--- config.mk ---
export PLATFORM = sky130hd
export DESIGN_NAME = issue_slot_flat
export DESIGN_NICKNAME = d
export VERILOG_FILES = /design/src/rtl/issue_slot_if.sv /design/src/rtl/issue_slot.sv /design/src/flat_wrapper.sv
export SDC_FILE = /design/constraint.sdc
export NUM_CORES = 1
export LEC_CHECK = 0
export BUFFER_PORTS_ARGS = -buffer_cell sky130_fd_sc_hd__buf_4
export CORE_ASPECT_RATIO = 1.25
export CORE_UTILIZATION = 47
export CTS_CLUSTER_SIZE = 12
export DETAILED_ROUTE_END_ITERATION = 10
export HOLD_SLACK_MARGIN = 0.1
export PLACE_DENSITY = 0.9
export SYNTH_ARGS = -nofsm -noshare
export SYNTH_HDL_FRONTEND = slang
export SYNTH_SLANG_ARGS = --single-unit
--- constraint.sdc ---
create_clock -name clk -period 3.6 [get_ports clk]
set_input_delay 0.18 -clock clk [delete_from_list [all_inputs] [get_ports clk]]
set_output_delay 0.18 -clock clk [all_outputs]
set_load 0.01 [all_outputs]
--- src/rtl/issue_slot_if.sv ---
// uop_interface: micro-op bundle passed between dispatch, issue slots and
// the issue port. input_port is the consumer view (all members are inputs);
// output_port is the issue view. bits_debug_pc is carried into the slot but
// has no output_port member, so it is held and never driven back out.
interface uop_interface #(
  parameter int PREG_SZ    = 7,
  parameter int BR_MASK_SZ = 12
);
  logic                  valid;
  logic [1:0]            iw_state;
  logic [6:0]            bits_uopc;
  logic [5:0]            bits_rob_idx;
  logic [PREG_SZ-1:0]    bits_pdst;
  logic [PREG_SZ-1:0]    bits_prs1;
  logic [PREG_SZ-1:0]    bits_prs2;
  logic                  bits_prs1_busy;
  logic                  bits_prs2_busy;
  logic [4:0]            bits_ppred;
  logic                  bits_ppred_busy;
  logic [BR_MASK_SZ-1:0] bits_br_mask;
  logic [31:0]           bits_debug_pc;

  modport input_port (
    input valid, iw_state, bits_uopc, bits_rob_idx, bits_pdst,
          bits_prs1, bits_prs2, bits_prs1_busy, bits_prs2_busy,
          bits_ppred, bits_ppred_busy, bits_br_mask, bits_debug_pc
  );

  modport output_port (
    output valid, iw_state, bits_uopc, bits_rob_idx, bits_pdst,
           bits_prs1, bits_prs2, bits_prs1_busy, bits_prs2_busy,
           bits_ppred, bits_ppred_busy, bits_br_mask
  );
endinterface

--- src/rtl/issue_slot.sv ---
// issue_slot: one entry of an out-of-order issue queue.
// Holds a dispatched uop, clears operand busy bits on wakeup broadcasts,
// tracks speculation through its branch mask, requests issue when its
// operands are ready, and frees itself (or downgrades a split store to its
// data half) on grant.
// Optional feature: define ISSUE_SLOT_PPRED_EN to add predicate wakeup
// ports and make issue also wait on the predicate busy bit.
module issue_slot #(
  parameter int NUM_WAKEUP = 2,
  parameter int PREG_SZ    = 7,
  parameter int BR_MASK_SZ = 12
) (
  input  logic                          clk,
  input  logic                          rst_n,
  uop_interface.input_port              in_uop,
  output logic                          in_ready,
  input  logic [NUM_WAKEUP-1:0]         wakeup_valid,
  input  logic [NUM_WAKEUP*PREG_SZ-1:0] wakeup_pdst,
  input  logic                          br_valid,
  input  logic [BR_MASK_SZ-1:0]         br_mask,
  input  logic                          br_mispredict,
  input  logic                          flush,
  output logic                          request,
  input  logic                          grant,
  uop_interface.output_port             out_uop,
  output logic                          slot_valid
`ifdef ISSUE_SLOT_PPRED_EN
  ,
  input  logic                          pred_wakeup_valid,
  input  logic [4:0]                    pred_wakeup_idx
`endif
);

  typedef enum logic [1:0] {
    IW_INVALID = 2'd0,
    IW_VALID_1 = 2'd1,
    IW_VALID_2 = 2'd2,
    IW_RSVD    = 2'd3
  } iw_state_e;

  // True when any wakeup port broadcasts the given tag this cycle.
  function automatic logic tag_woken(
    input logic [PREG_SZ-1:0]            tag,
    input logic [NUM_WAKEUP-1:0]         valids,
    input logic [NUM_WAKEUP*PREG_SZ-1:0] tags
  );
    logic hit;
    hit = 1'b0;
    for (int i = 0; i < NUM_WAKEUP; i++) begin
      if (valids[i] && (tags[i*PREG_SZ +: PREG_SZ] == tag)) begin
        hit = 1'b1;
      end
    end
    return hit;
  endfunction

  // Mask with the resolved branch bit removed when a resolve is present.
  function automatic logic [BR_MASK_SZ-1:0] mask_after_resolve(
    input logic [BR_MASK_SZ-1:0] mask,
    input logic                  resolve,
    input logic [BR_MASK_SZ-1:0] resolved
  );
    return resolve ? (mask & ~resolved) : mask;
  endfunction

  iw_state_e             state_r;
  logic [6:0]            uopc_r;
  logic [5:0]            rob_idx_r;
  logic [PREG_SZ-1:0]    pdst_r;
  logic [PREG_SZ-1:0]    prs1_r;
  logic [PREG_SZ-1:0]    prs2_r;
  logic                  prs1_busy_r;
  logic                  prs2_busy_r;
  logic [4:0]            ppred_r;
  logic                  ppred_busy_r;
  logic [BR_MASK_SZ-1:0] br_mask_r;
  // Carried along with the uop but never presented on the output view.
  logic [31:0]           debug_pc_unused_r;

  logic prs1_wake_s;
  logic prs2_wake_s;
  logic in_prs1_wake_s;
  logic in_prs2_wake_s;
  logic ppred_wake_s;
  logic in_ppred_wake_s;
  logic ppred_ok_s;
  logic kill_s;
  logic in_kill_s;
  logic in_state_ok_s;
  logic dispatch_fire_s;
  logic grant_fire_s;

  // Wakeup tag matches against the stored and the incoming operand tags.
  always_comb begin
    prs1_wake_s    = tag_woken(prs1_r, wakeup_valid, wakeup_pdst);
    prs2_wake_s    = tag_woken(prs2_r, wakeup_valid, wakeup_pdst);
    in_prs1_wake_s = tag_woken(in_uop.bits_prs1, wakeup_valid, wakeup_pdst);
    in_prs2_wake_s = tag_woken(in_uop.bits_prs2, wakeup_valid, wakeup_pdst);
  end

`ifdef ISSUE_SLOT_PPRED_EN
  // Predicate wakeup matches; issue also waits for the predicate.
  always_comb begin
    ppred_wake_s    = pred_wakeup_valid && (pred_wakeup_idx == ppred_r);
    in_ppred_wake_s = pred_wakeup_valid && (pred_wakeup_idx == in_uop.bits_ppred);
    ppred_ok_s      = !ppred_busy_r;
  end
`else
  // Predicates are not tracked: never busy, never block issue.
  logic unused_in_ppred_busy_s;
  always_comb begin
    ppred_wake_s           = 1'b0;
    in_ppred_wake_s        = 1'b0;
    ppred_ok_s             = 1'b1;
    unused_in_ppred_busy_s = in_uop.bits_ppred_busy;
  end
`endif

  // Slot status and ready-to-accept.
  always_comb begin
    slot_valid = (state_r != IW_INVALID);
    in_ready   = (state_r == IW_INVALID);
  end

  // Issue request from registered state and busy bits.
  always_comb begin
    request = 1'b0;
    case (state_r)
      IW_VALID_1: request = !prs1_busy_r && !prs2_busy_r && ppred_ok_s;
      IW_VALID_2: request = !prs1_busy_r && ppred_ok_s;
      default:    request = 1'b0;
    endcase
  end

  // Kill, grant and dispatch qualification. A kill needs a live slot so a
  // stale mask in an empty slot cannot block a new dispatch.
  always_comb begin
    kill_s          = slot_valid && br_valid && br_mispredict &&
                      (|(br_mask & br_mask_r));
    in_kill_s       = br_valid && br_mispredict &&
                      (|(br_mask & in_uop.bits_br_mask));
    in_state_ok_s   = (in_uop.iw_state == 2'd1) || (in_uop.iw_state == 2'd2);
    grant_fire_s    = grant && request;
    if (in_uop.valid && in_ready && !flush && !in_kill_s && in_state_ok_s) begin
      dispatch_fire_s = 1'b1;
    end else begin
      dispatch_fire_s = 1'b0;
    end
  end

  // Slot state machine: flush > mispredict kill > grant > dispatch.
  always_ff @(posedge clk or negedge rst_n) begin
    if (!rst_n) begin
      state_r <= IW_INVALID;
    end else if (flush) begin
      state_r <= IW_INVALID;
    end else if (kill_s) begin
      state_r <= IW_INVALID;
    end else if (grant_fire_s) begin
      case (state_r)
        IW_VALID_2: state_r <= prs2_busy_r ? IW_VALID_1 : IW_INVALID;
        default:    state_r <= IW_INVALID;
      endcase
    end else if (dispatch_fire_s) begin
      state_r <= iw_state_e'(in_uop.iw_state);
    end else begin
      state_r <= state_r;
    end
  end

  // Payload capture on dispatch; otherwise apply wakeups and branch resolves.
  always_ff @(posedge clk or negedge rst_n) begin
    if (!rst_n) begin
      uopc_r            <= 7'd0;
      rob_idx_r         <= 6'd0;
      pdst_r            <= '0;
      prs1_r            <= '0;
      prs2_r            <= '0;
      prs1_busy_r       <= 1'b0;
      prs2_busy_r       <= 1'b0;
      ppred_r           <= 5'd0;
      ppred_busy_r      <= 1'b0;
      br_mask_r         <= '0;
      debug_pc_unused_r <= 32'd0;
    end else if (dispatch_fire_s) begin
      uopc_r            <= in_uop.bits_uopc;
      rob_idx_r         <= in_uop.bits_rob_idx;
      pdst_r            <= in_uop.bits_pdst;
      prs1_r            <= in_uop.bits_prs1;
      prs2_r            <= in_uop.bits_prs2;
      prs1_busy_r       <= in_uop.bits_prs1_busy && !in_prs1_wake_s;
      prs2_busy_r       <= in_uop.bits_prs2_busy && !in_prs2_wake_s;
      ppred_r           <= in_uop.bits_ppred;
`ifdef ISSUE_SLOT_PPRED_EN
      ppred_busy_r      <= in_uop.bits_ppred_busy && !in_ppred_wake_s;
`else
      ppred_busy_r      <= 1'b0;
`endif
      br_mask_r         <= mask_after_resolve(in_uop.bits_br_mask, br_valid, br_mask);
      debug_pc_unused_r <= in_uop.bits_debug_pc;
    end else begin
      if (prs1_wake_s) begin
        prs1_busy_r <= 1'b0;
      end
      if (prs2_wake_s) begin
        prs2_busy_r <= 1'b0;
      end
      if (ppred_wake_s) begin
        ppred_busy_r <= 1'b0;
      end
      br_mask_r <= mask_after_resolve(br_mask_r, br_valid, br_mask);
    end
  end

  // Output view of the held uop.
  always_comb begin
    out_uop.valid           = slot_valid;
    out_uop.iw_state        = state_r;
    out_uop.bits_uopc       = uopc_r;
    out_uop.bits_rob_idx    = rob_idx_r;
    out_uop.bits_pdst       = pdst_r;
    out_uop.bits_prs1       = prs1_r;
    out_uop.bits_prs2       = prs2_r;
    out_uop.bits_prs1_busy  = prs1_busy_r;
    out_uop.bits_prs2_busy  = prs2_busy_r;
    out_uop.bits_ppred      = ppred_r;
    out_uop.bits_ppred_busy = ppred_busy_r;
    out_uop.bits_br_mask    = br_mask_r;
  end

endmodule

--- src/flat_wrapper.sv ---
// flat-port wrapper written by rule: the top's interface ports become plain ports
module issue_slot_flat 
#(
  parameter int NUM_WAKEUP = 2,
  parameter int PREG_SZ    = 7,
  parameter int BR_MASK_SZ = 12
)
  (clk, rst_n, in_ready, wakeup_valid, wakeup_pdst, br_valid, br_mask, br_mispredict, flush, request, grant, slot_valid, in_uop_valid, in_uop_iw_state, in_uop_bits_uopc, in_uop_bits_rob_idx, in_uop_bits_pdst, in_uop_bits_prs1, in_uop_bits_prs2, in_uop_bits_prs1_busy, in_uop_bits_prs2_busy, in_uop_bits_ppred, in_uop_bits_ppred_busy, in_uop_bits_br_mask, in_uop_bits_debug_pc, out_uop_valid, out_uop_iw_state, out_uop_bits_uopc, out_uop_bits_rob_idx, out_uop_bits_pdst, out_uop_bits_prs1, out_uop_bits_prs2, out_uop_bits_prs1_busy, out_uop_bits_prs2_busy, out_uop_bits_ppred, out_uop_bits_ppred_busy, out_uop_bits_br_mask);
  uop_interface #(.PREG_SZ(PREG_SZ), .BR_MASK_SZ(BR_MASK_SZ)) in_uop_i ();
  uop_interface #(.PREG_SZ(PREG_SZ), .BR_MASK_SZ(BR_MASK_SZ)) out_uop_i ();
  input  logic clk;
  input  logic rst_n;
  output logic in_ready;
  input  logic [NUM_WAKEUP-1:0] wakeup_valid;
  input  logic [NUM_WAKEUP*PREG_SZ-1:0] wakeup_pdst;
  input  logic br_valid;
  input  logic [BR_MASK_SZ-1:0] br_mask;
  input  logic br_mispredict;
  input  logic flush;
  output logic request;
  input  logic grant;
  output logic slot_valid;
  input wire logic [$bits(in_uop_i.valid)-1:0] in_uop_valid;
  input wire logic [$bits(in_uop_i.iw_state)-1:0] in_uop_iw_state;
  input wire logic [$bits(in_uop_i.bits_uopc)-1:0] in_uop_bits_uopc;
  input wire logic [$bits(in_uop_i.bits_rob_idx)-1:0] in_uop_bits_rob_idx;
  input wire logic [$bits(in_uop_i.bits_pdst)-1:0] in_uop_bits_pdst;
  input wire logic [$bits(in_uop_i.bits_prs1)-1:0] in_uop_bits_prs1;
  input wire logic [$bits(in_uop_i.bits_prs2)-1:0] in_uop_bits_prs2;
  input wire logic [$bits(in_uop_i.bits_prs1_busy)-1:0] in_uop_bits_prs1_busy;
  input wire logic [$bits(in_uop_i.bits_prs2_busy)-1:0] in_uop_bits_prs2_busy;
  input wire logic [$bits(in_uop_i.bits_ppred)-1:0] in_uop_bits_ppred;
  input wire logic [$bits(in_uop_i.bits_ppred_busy)-1:0] in_uop_bits_ppred_busy;
  input wire logic [$bits(in_uop_i.bits_br_mask)-1:0] in_uop_bits_br_mask;
  input wire logic [$bits(in_uop_i.bits_debug_pc)-1:0] in_uop_bits_debug_pc;
  output wire logic [$bits(out_uop_i.valid)-1:0] out_uop_valid;
  output wire logic [$bits(out_uop_i.iw_state)-1:0] out_uop_iw_state;
  output wire logic [$bits(out_uop_i.bits_uopc)-1:0] out_uop_bits_uopc;
  output wire logic [$bits(out_uop_i.bits_rob_idx)-1:0] out_uop_bits_rob_idx;
  output wire logic [$bits(out_uop_i.bits_pdst)-1:0] out_uop_bits_pdst;
  output wire logic [$bits(out_uop_i.bits_prs1)-1:0] out_uop_bits_prs1;
  output wire logic [$bits(out_uop_i.bits_prs2)-1:0] out_uop_bits_prs2;
  output wire logic [$bits(out_uop_i.bits_prs1_busy)-1:0] out_uop_bits_prs1_busy;
  output wire logic [$bits(out_uop_i.bits_prs2_busy)-1:0] out_uop_bits_prs2_busy;
  output wire logic [$bits(out_uop_i.bits_ppred)-1:0] out_uop_bits_ppred;
  output wire logic [$bits(out_uop_i.bits_ppred_busy)-1:0] out_uop_bits_ppred_busy;
  output wire logic [$bits(out_uop_i.bits_br_mask)-1:0] out_uop_bits_br_mask;
  assign in_uop_i.valid = in_uop_valid;
  assign in_uop_i.iw_state = in_uop_iw_state;
  assign in_uop_i.bits_uopc = in_uop_bits_uopc;
  assign in_uop_i.bits_rob_idx = in_uop_bits_rob_idx;
  assign in_uop_i.bits_pdst = in_uop_bits_pdst;
  assign in_uop_i.bits_prs1 = in_uop_bits_prs1;
  assign in_uop_i.bits_prs2 = in_uop_bits_prs2;
  assign in_uop_i.bits_prs1_busy = in_uop_bits_prs1_busy;
  assign in_uop_i.bits_prs2_busy = in_uop_bits_prs2_busy;
  assign in_uop_i.bits_ppred = in_uop_bits_ppred;
  assign in_uop_i.bits_ppred_busy = in_uop_bits_ppred_busy;
  assign in_uop_i.bits_br_mask = in_uop_bits_br_mask;
  assign in_uop_i.bits_debug_pc = in_uop_bits_debug_pc;
  assign out_uop_valid = out_uop_i.valid;
  assign out_uop_iw_state = out_uop_i.iw_state;
  assign out_uop_bits_uopc = out_uop_i.bits_uopc;
  assign out_uop_bits_rob_idx = out_uop_i.bits_rob_idx;
  assign out_uop_bits_pdst = out_uop_i.bits_pdst;
  assign out_uop_bits_prs1 = out_uop_i.bits_prs1;
  assign out_uop_bits_prs2 = out_uop_i.bits_prs2;
  assign out_uop_bits_prs1_busy = out_uop_i.bits_prs1_busy;
  assign out_uop_bits_prs2_busy = out_uop_i.bits_prs2_busy;
  assign out_uop_bits_ppred = out_uop_i.bits_ppred;
  assign out_uop_bits_ppred_busy = out_uop_i.bits_ppred_busy;
  assign out_uop_bits_br_mask = out_uop_i.bits_br_mask;
  issue_slot #(.NUM_WAKEUP(NUM_WAKEUP), .PREG_SZ(PREG_SZ), .BR_MASK_SZ(BR_MASK_SZ)) u_core (.clk(clk), .rst_n(rst_n), .in_uop(in_uop_i), .in_ready(in_ready), .wakeup_valid(wakeup_valid), .wakeup_pdst(wakeup_pdst), .br_valid(br_valid), .br_mask(br_mask), .br_mispredict(br_mispredict), .flush(flush), .request(request), .grant(grant), .out_uop(out_uop_i), .slot_valid(slot_valid));
endmodule
Word-level counts from Yosys, hierarchy flattened:

Index checks and enable logic that the tools add are counted.

* bitwise logic cells: 5
* eq/ne operators: 12
* reduce and logical (&&, ||, !) cells: 36
* muxes and demuxes: 23

Operators with widths (number)
* 7-bit == test: 8
* 12-bit bitwise AND: 4
* 12-bit 2-to-1 mux: 3
* 12-bit OR reduction: 2
* 1-bit logical AND: 21
* 1-bit 2-to-1 mux: 14
* 12-bit inverter: 1
* 2-bit 2-to-1 mux: 5
* 2-bit nonzero test: 4
* 1-bit zero test: 6
* 2-bit by 1-bit == test with 1-bit output (second input constant): 2
* 2-bit == test (second input constant): 2
* 4-bit nonzero test: 1
* 2-bit zero test: 1
* 1-bit one-hot mux with 2 select lines: 1
* 1-bit logical OR: 1

* register bits after elaboration: 55
* output and inout bits: 60

Depth between registers and ports, before layout:

* depth in word-level cells: 11
* mapped depth: 9
* depth with buffers taken out: 7

Worst setup path before layout:

OpenSTA, ideal clock, no wires.

* kind: flip-flop to flip-flop
* start: register u_core.state_r[0], in the netlist u_core.out_uop.iw_state[0]
* end: register u_core.prs1_r[0], in the netlist u_core.out_uop.bits_prs1[0]
* path buffers: 2
* data required time: 3.475 ns
* data arrival time: 1.948 ns
* slack: 1.528 ns
* period minus slack after synthesis: 2.072 ns
* cell stages (with the launch flop): 9
* path through: dfrtp_1 > inv_1 > ha_1 > nand3b_1 > nand2b_1 > a311oi_2 > buf_4 > buf_6 > mux2_2

* cells in the longest elaborated chain, start to end: 6

RTL lines
* start, declared: line issue_slot.sv:66 `iw_state_e state_r;`
* start signal, assigned: line issue_slot.sv:161 `IW_VALID_2: state_r <= prs2_busy_r ? IW_VALID_1 : IW_INVALID;`
* start signal, assigned: line issue_slot.sv:165 `state_r <= iw_state_e'(in_uop.iw_state);`
* start signal, assigned: line issue_slot.sv:167 `state_r <= state_r;`
* 2-bit zero test: line issue_slot.sv:122 `in_ready = (state_r == IW_INVALID);`
* named net in_ready: line flat_wrapper.sv:13 `output logic in_ready;`
* 1-bit logical AND (4 in series): line issue_slot.sv:144 `if (in_uop.valid && in_ready && !flush && !in_kill_s && in_state_ok_s) begin`
* 1-bit 2-to-1 mux: line issue_slot.sv:144
* end signal, assigned: line issue_slot.sv:189 `prs1_r <= in_uop.bits_prs1;`
* end, declared: line issue_slot.sv:70 `logic [PREG_SZ-1:0] prs1_r;`

The timed path passes the listed nets, and every way through them passes these cells.
A chain may end at the register's enable or synchronous reset.

Worst setup path in the final report:

* start: input br_mask[1]
* end: register u_core.pdst_r[6], in the netlist u_core.out_uop.bits_pdst[6]

* cells in the longest elaborated chain, start to end: 7

RTL lines
* start, declared: line flat_wrapper.sv:17 `input logic [BR_MASK_SZ-1:0] br_mask;`
* 12-bit bitwise AND: line issue_slot.sv:141 `(|(br_mask & in_uop.bits_br_mask));`
* 12-bit OR reduction: line issue_slot.sv:141
* 1-bit logical AND: line issue_slot.sv:140 `in_kill_s = br_valid && br_mispredict &&`
* 1-bit zero test: line issue_slot.sv:144
* 1-bit logical AND (2 in series): line issue_slot.sv:144
* 1-bit 2-to-1 mux: line issue_slot.sv:144
* end signal, assigned: line issue_slot.sv:188 `pdst_r <= in_uop.bits_pdst;`
* end, declared: line issue_slot.sv:69 `logic [PREG_SZ-1:0] pdst_r;`

Every way passes these cells.

==> impl_metrics.env <==
export IMPL_antenna_found_initial=0
export IMPL_grt_setup_unrepaired="false"
export IMPL_place_hpwl_um=6300
export IMPL_final_period_minus_worst_setup_slack_ps=2410
export IMPL_drcViolationCount=0
export IMPL_synth_seq_area_share=0.451
export IMPL_postSynth_asyncResetShare=1.00
export IMPL_fp_dieArea_sq_um=6820
export IMPL_pre_antenna_drt_iters=4
export IMPL_fp_dieW_um=74.1
export IMPL_share_seq_of_total_power=0.437
export IMPL_drv_slew=0
export IMPL_cts_buffers=5
export IMPL_finish_cell_count_without_fillers=517
export IMPL_row_cnt=32
export IMPL_vdd_drop_max_mv=0.349
export IMPL_cp_end_kind="flip-flop"
export IMPL_slew_headroom=0.525
export IMPL_num_antenna_cells=0
export IMPL_timing_max_cap_violations=0
export IMPL_fin_ws_ps=1190
export IMPL_drt_initial_violations=120
export IMPL_finalHoldViolCount=0
export IMPL_yosys_area_top_type="dfrtp_1"
export IMPL_dr_total_vias=2774
export IMPL_pre_cts_ws_ps=1310
export IMPL_post_synth_inst_count=256
export IMPL_timing_critical_path_slowest_cell_delay_ps=560
export IMPL_post_drt_via_cell_ratio=5.37
export IMPL_library_cell_with_the_highest_instance_count_after_synthesis="dfrtp_1"
export IMPL_postRouteAntennaNets=0
export IMPL_area_growth_pct=50.3
export IMPL_net_switching_power_mw=0.692
export IMPL_placed_cells=481
export IMPL_setup_viol=0
export IMPL_syn_nets=382
export IMPL_critical_path_peak_fanout=31
export IMPL_tns_ps=0
export IMPL_floorplan_initialDensity=0.492
export IMPL_portion_of_total_power_attributed_to_combinational_logic=0.398
export IMPL_synth_area_per_cell_sq_um=11.9
export IMPL_cts_root_to_sink_buffers=2
export IMPL_netlist_area_leader_share=0.451
export IMPL_synth_seq_cells=55
export IMPL_fp_coreArea_sq_um=6210
export IMPL_synth_yosys_warnings=0
export IMPL_clkSinkCount=55
export IMPL_layout_drive_gt1_share=0.458
export IMPL_critical_path_top_cell_by_count="buf_4"
export IMPL_grt_overflow_total=0
export IMPL_clock_tree_from_tritoncts="built"
export IMPL_run_status="finished clean"
export IMPL_critical_path_cell_chain="dlygate4sd3_1, buf_4, a22oi_1, nand4_1, a311oi_4, buf_4, mux2_2"
export IMPL_post_synth_main_area_contributors="dfrtp_1, mux2_2, xor2_1, xnor2_1, mux2i_1"
export IMPL_synth_commonest_cells="dfrtp_1, mux2_2, xor2_1, xnor2_1, a21oi_1"
export IMPL_numPortBuffers=148
export IMPL_filler_cell_count=417
export IMPL_crit_path_top_delay_cell="dlygate4sd3_1"
export IMPL_finalCritPeriodShare=0.668
export IMPL_post_drt_wl_per_cell_um=17.4
export IMPL_powerDensity_nw_per_um2=455
export IMPL_cp_arrival_ps=2590
export IMPL_nature_of_the_critical_path_startpoint="input pin"
export IMPL_number_of_enable_flip_flop_cells_after_synthesis=0
export IMPL_criticalPathCategory="in -> reg"
export IMPL_synth_flop_cell="dfrtp_1"
export IMPL_htreeDepth=2
export IMPL_synth_cell_area_sq_um=3050
export IMPL_post_cts_sizing=0
export IMPL_netSwitchingFraction=0.331
export IMPL_worstMarginPinSlew_ps=713
export IMPL_postRouteWirelength_um=8970
export IMPL_internal_power_mw=1.40
export IMPL_hold_path_class="in -> reg"
export IMPL_cts_root_buffer="clkbuf_8"
export IMPL_final_area_sq_um=4590
export IMPL_clock_power_share=0.165
export IMPL_fmax_mhz=416
export IMPL_io_pin_count=183
export IMPL_rd_place_congestion=0.870
export IMPL_grt_first_pass_wirelength_um=14100
export IMPL_grt_max_degree=56
export IMPL_clock_latency_ps=300
export IMPL_placed_area_sq_um=4220
export IMPL_dieHeight_um=92.1
export IMPL_yosysUniqueCellTypes=35
export IMPL_grt_total_usage=0.270
export IMPL_final_setup_skew_ps=4.24
export IMPL_first_global_vias=3026
export IMPL_p_leak_nw=2.13
export IMPL_worst_ep_required_time_ps=3790
export IMPL_nets=557
export IMPL_clkTransAtPathRegs_ps=100
area by class of cell:
class                           count  area (sq um)  area share
Tap cell                           85           106      0.0232
Clock buffer                        5          68.8      0.0150
Inverter                            4          15.0     0.00327
Clock inverter                      3          22.5     0.00491
Sequential cell                    55          1380       0.300
Multi-Input combinational cell    187          1590       0.347
Timing Repair Buffer              178          1410       0.307
through the flow:
step / power, mW / hold WS [ps] / util
final: 2.09 / 115 / 0.739
after global routing: 2.21 / 98.6 / 0.739
after CTS: 2.09 / 100 / 0.731
after global placement: 1.68 / 270 / 0.679
after detailed placement: 1.72 / 268 / 0.679
after floorplan: 1.28 / -116 / -
what timing repair did:
action,4_1_cts,5_1_grt
hold buffers,23,5
buffers inserted,0,0
endpoints found under the hold margin,77,5
worst max-delay path, delay by kind of cell:
kind,cells,cell delay [ps]
AOI/OAI and AO/OA,2,570
muxes,1,400
and+or+nand+nor,1,260
buffers and inverters,3,1170
routing by layer:
layer,GRT usage,up-vias,share of wire
met5,0,-,0
met4,0.119,0,0.036
met3,0.0582,32,0.050
met2,0.467,116,0.54
met1,0.311,1350,0.37
li1,-,1276,-
cells in the final DEF, fill, tap and decap left out, types with 2 or more instances in the layout:
master	netlist	final
a21oi_1	14	14
nor2_1	8	8
mux2_2	39	39
clkbuf_8	0	5
a22o_1	3	3
o21ai_0	2	2
ha_1	3	3
xnor2_1	20	20
dfrtp_1	55	55
nand4_1	13	13
o211ai_1	2	2
inv_6	0	2
mux2i_1	13	13
buf_4	3	150
nand2_1	3	3
nor4_1	6	6
xor2_1	37	37
a22oi_1	6	6
a221oi_1	4	4
dlygate4sd3_1	0	28
inv_1	4	4
kinds of logic after synthesis:
logic type	Yosys count	synth area share
adder cells (fa/ha/maj)	3	0.0123
XOR/XNOR	57	0.164
AO/OA/AOI/OAI	39	0.0914
buffers and inverters	14	0.0311
multiplexers	52	0.186
other	1	0.00123
flip-flops	55	0.451
AND/OR/NAND/NOR	35	0.0631
state kept, by name, summed over array words and instances, names as in the netlist:
name / count
u_core.out_uop.bits_br_mask: 12
u_core.out_uop.bits_ppred: 5
u_core.out_uop.bits_rob_idx: 6
u_core.out_uop.bits_prs1: 7
u_core.out_uop.bits_uopc: 7
u_core.out_uop.bits_pdst: 7
u_core.out_uop.bits_prs1_busy: 1
u_core.out_uop.bits_prs2_busy: 1
u_core.out_uop.iw_state: 2
u_core.out_uop.bits_prs2: 7
power groups by stage:
stage	sequential (mW)	combinational [mW]	clock [mW]
6_report	0.913	0.831	0.345
5_1_grt	0.936	0.893	0.377
4_1_cts	0.909	0.819	0.360
3_5_place_dp	0.920	0.797	0
3_3_place_gp	0.911	0.771	0
2_1_floorplan	0.974	0.302	0
path summary, 6_finish.rpt:
path	start	to	slack, ps	depth (start not counted)
setup / recovery	br_mask[1]	u_core.out_uop.bits_pdst[6]	1190	7
max in group asynchronous	rst_n	u_core.out_uop.bits_prs1_busy	2660	2
hold / removal	in_uop_bits_pdst[4]	u_core.out_uop.bits_pdst[4]	120	2
setup reg to reg	u_core.out_uop.iw_state[0]	u_core.out_uop.bits_pdst[6]	1290	7
min in group asynchronous	rst_n	u_core.out_uop.bits_pdst[3]	480	2
hold reg to reg	u_core.out_uop.bits_ppred[1]	u_core.out_uop.bits_ppred[1]	520	1
Note: power is estimated with default switching activity, not from simulation.
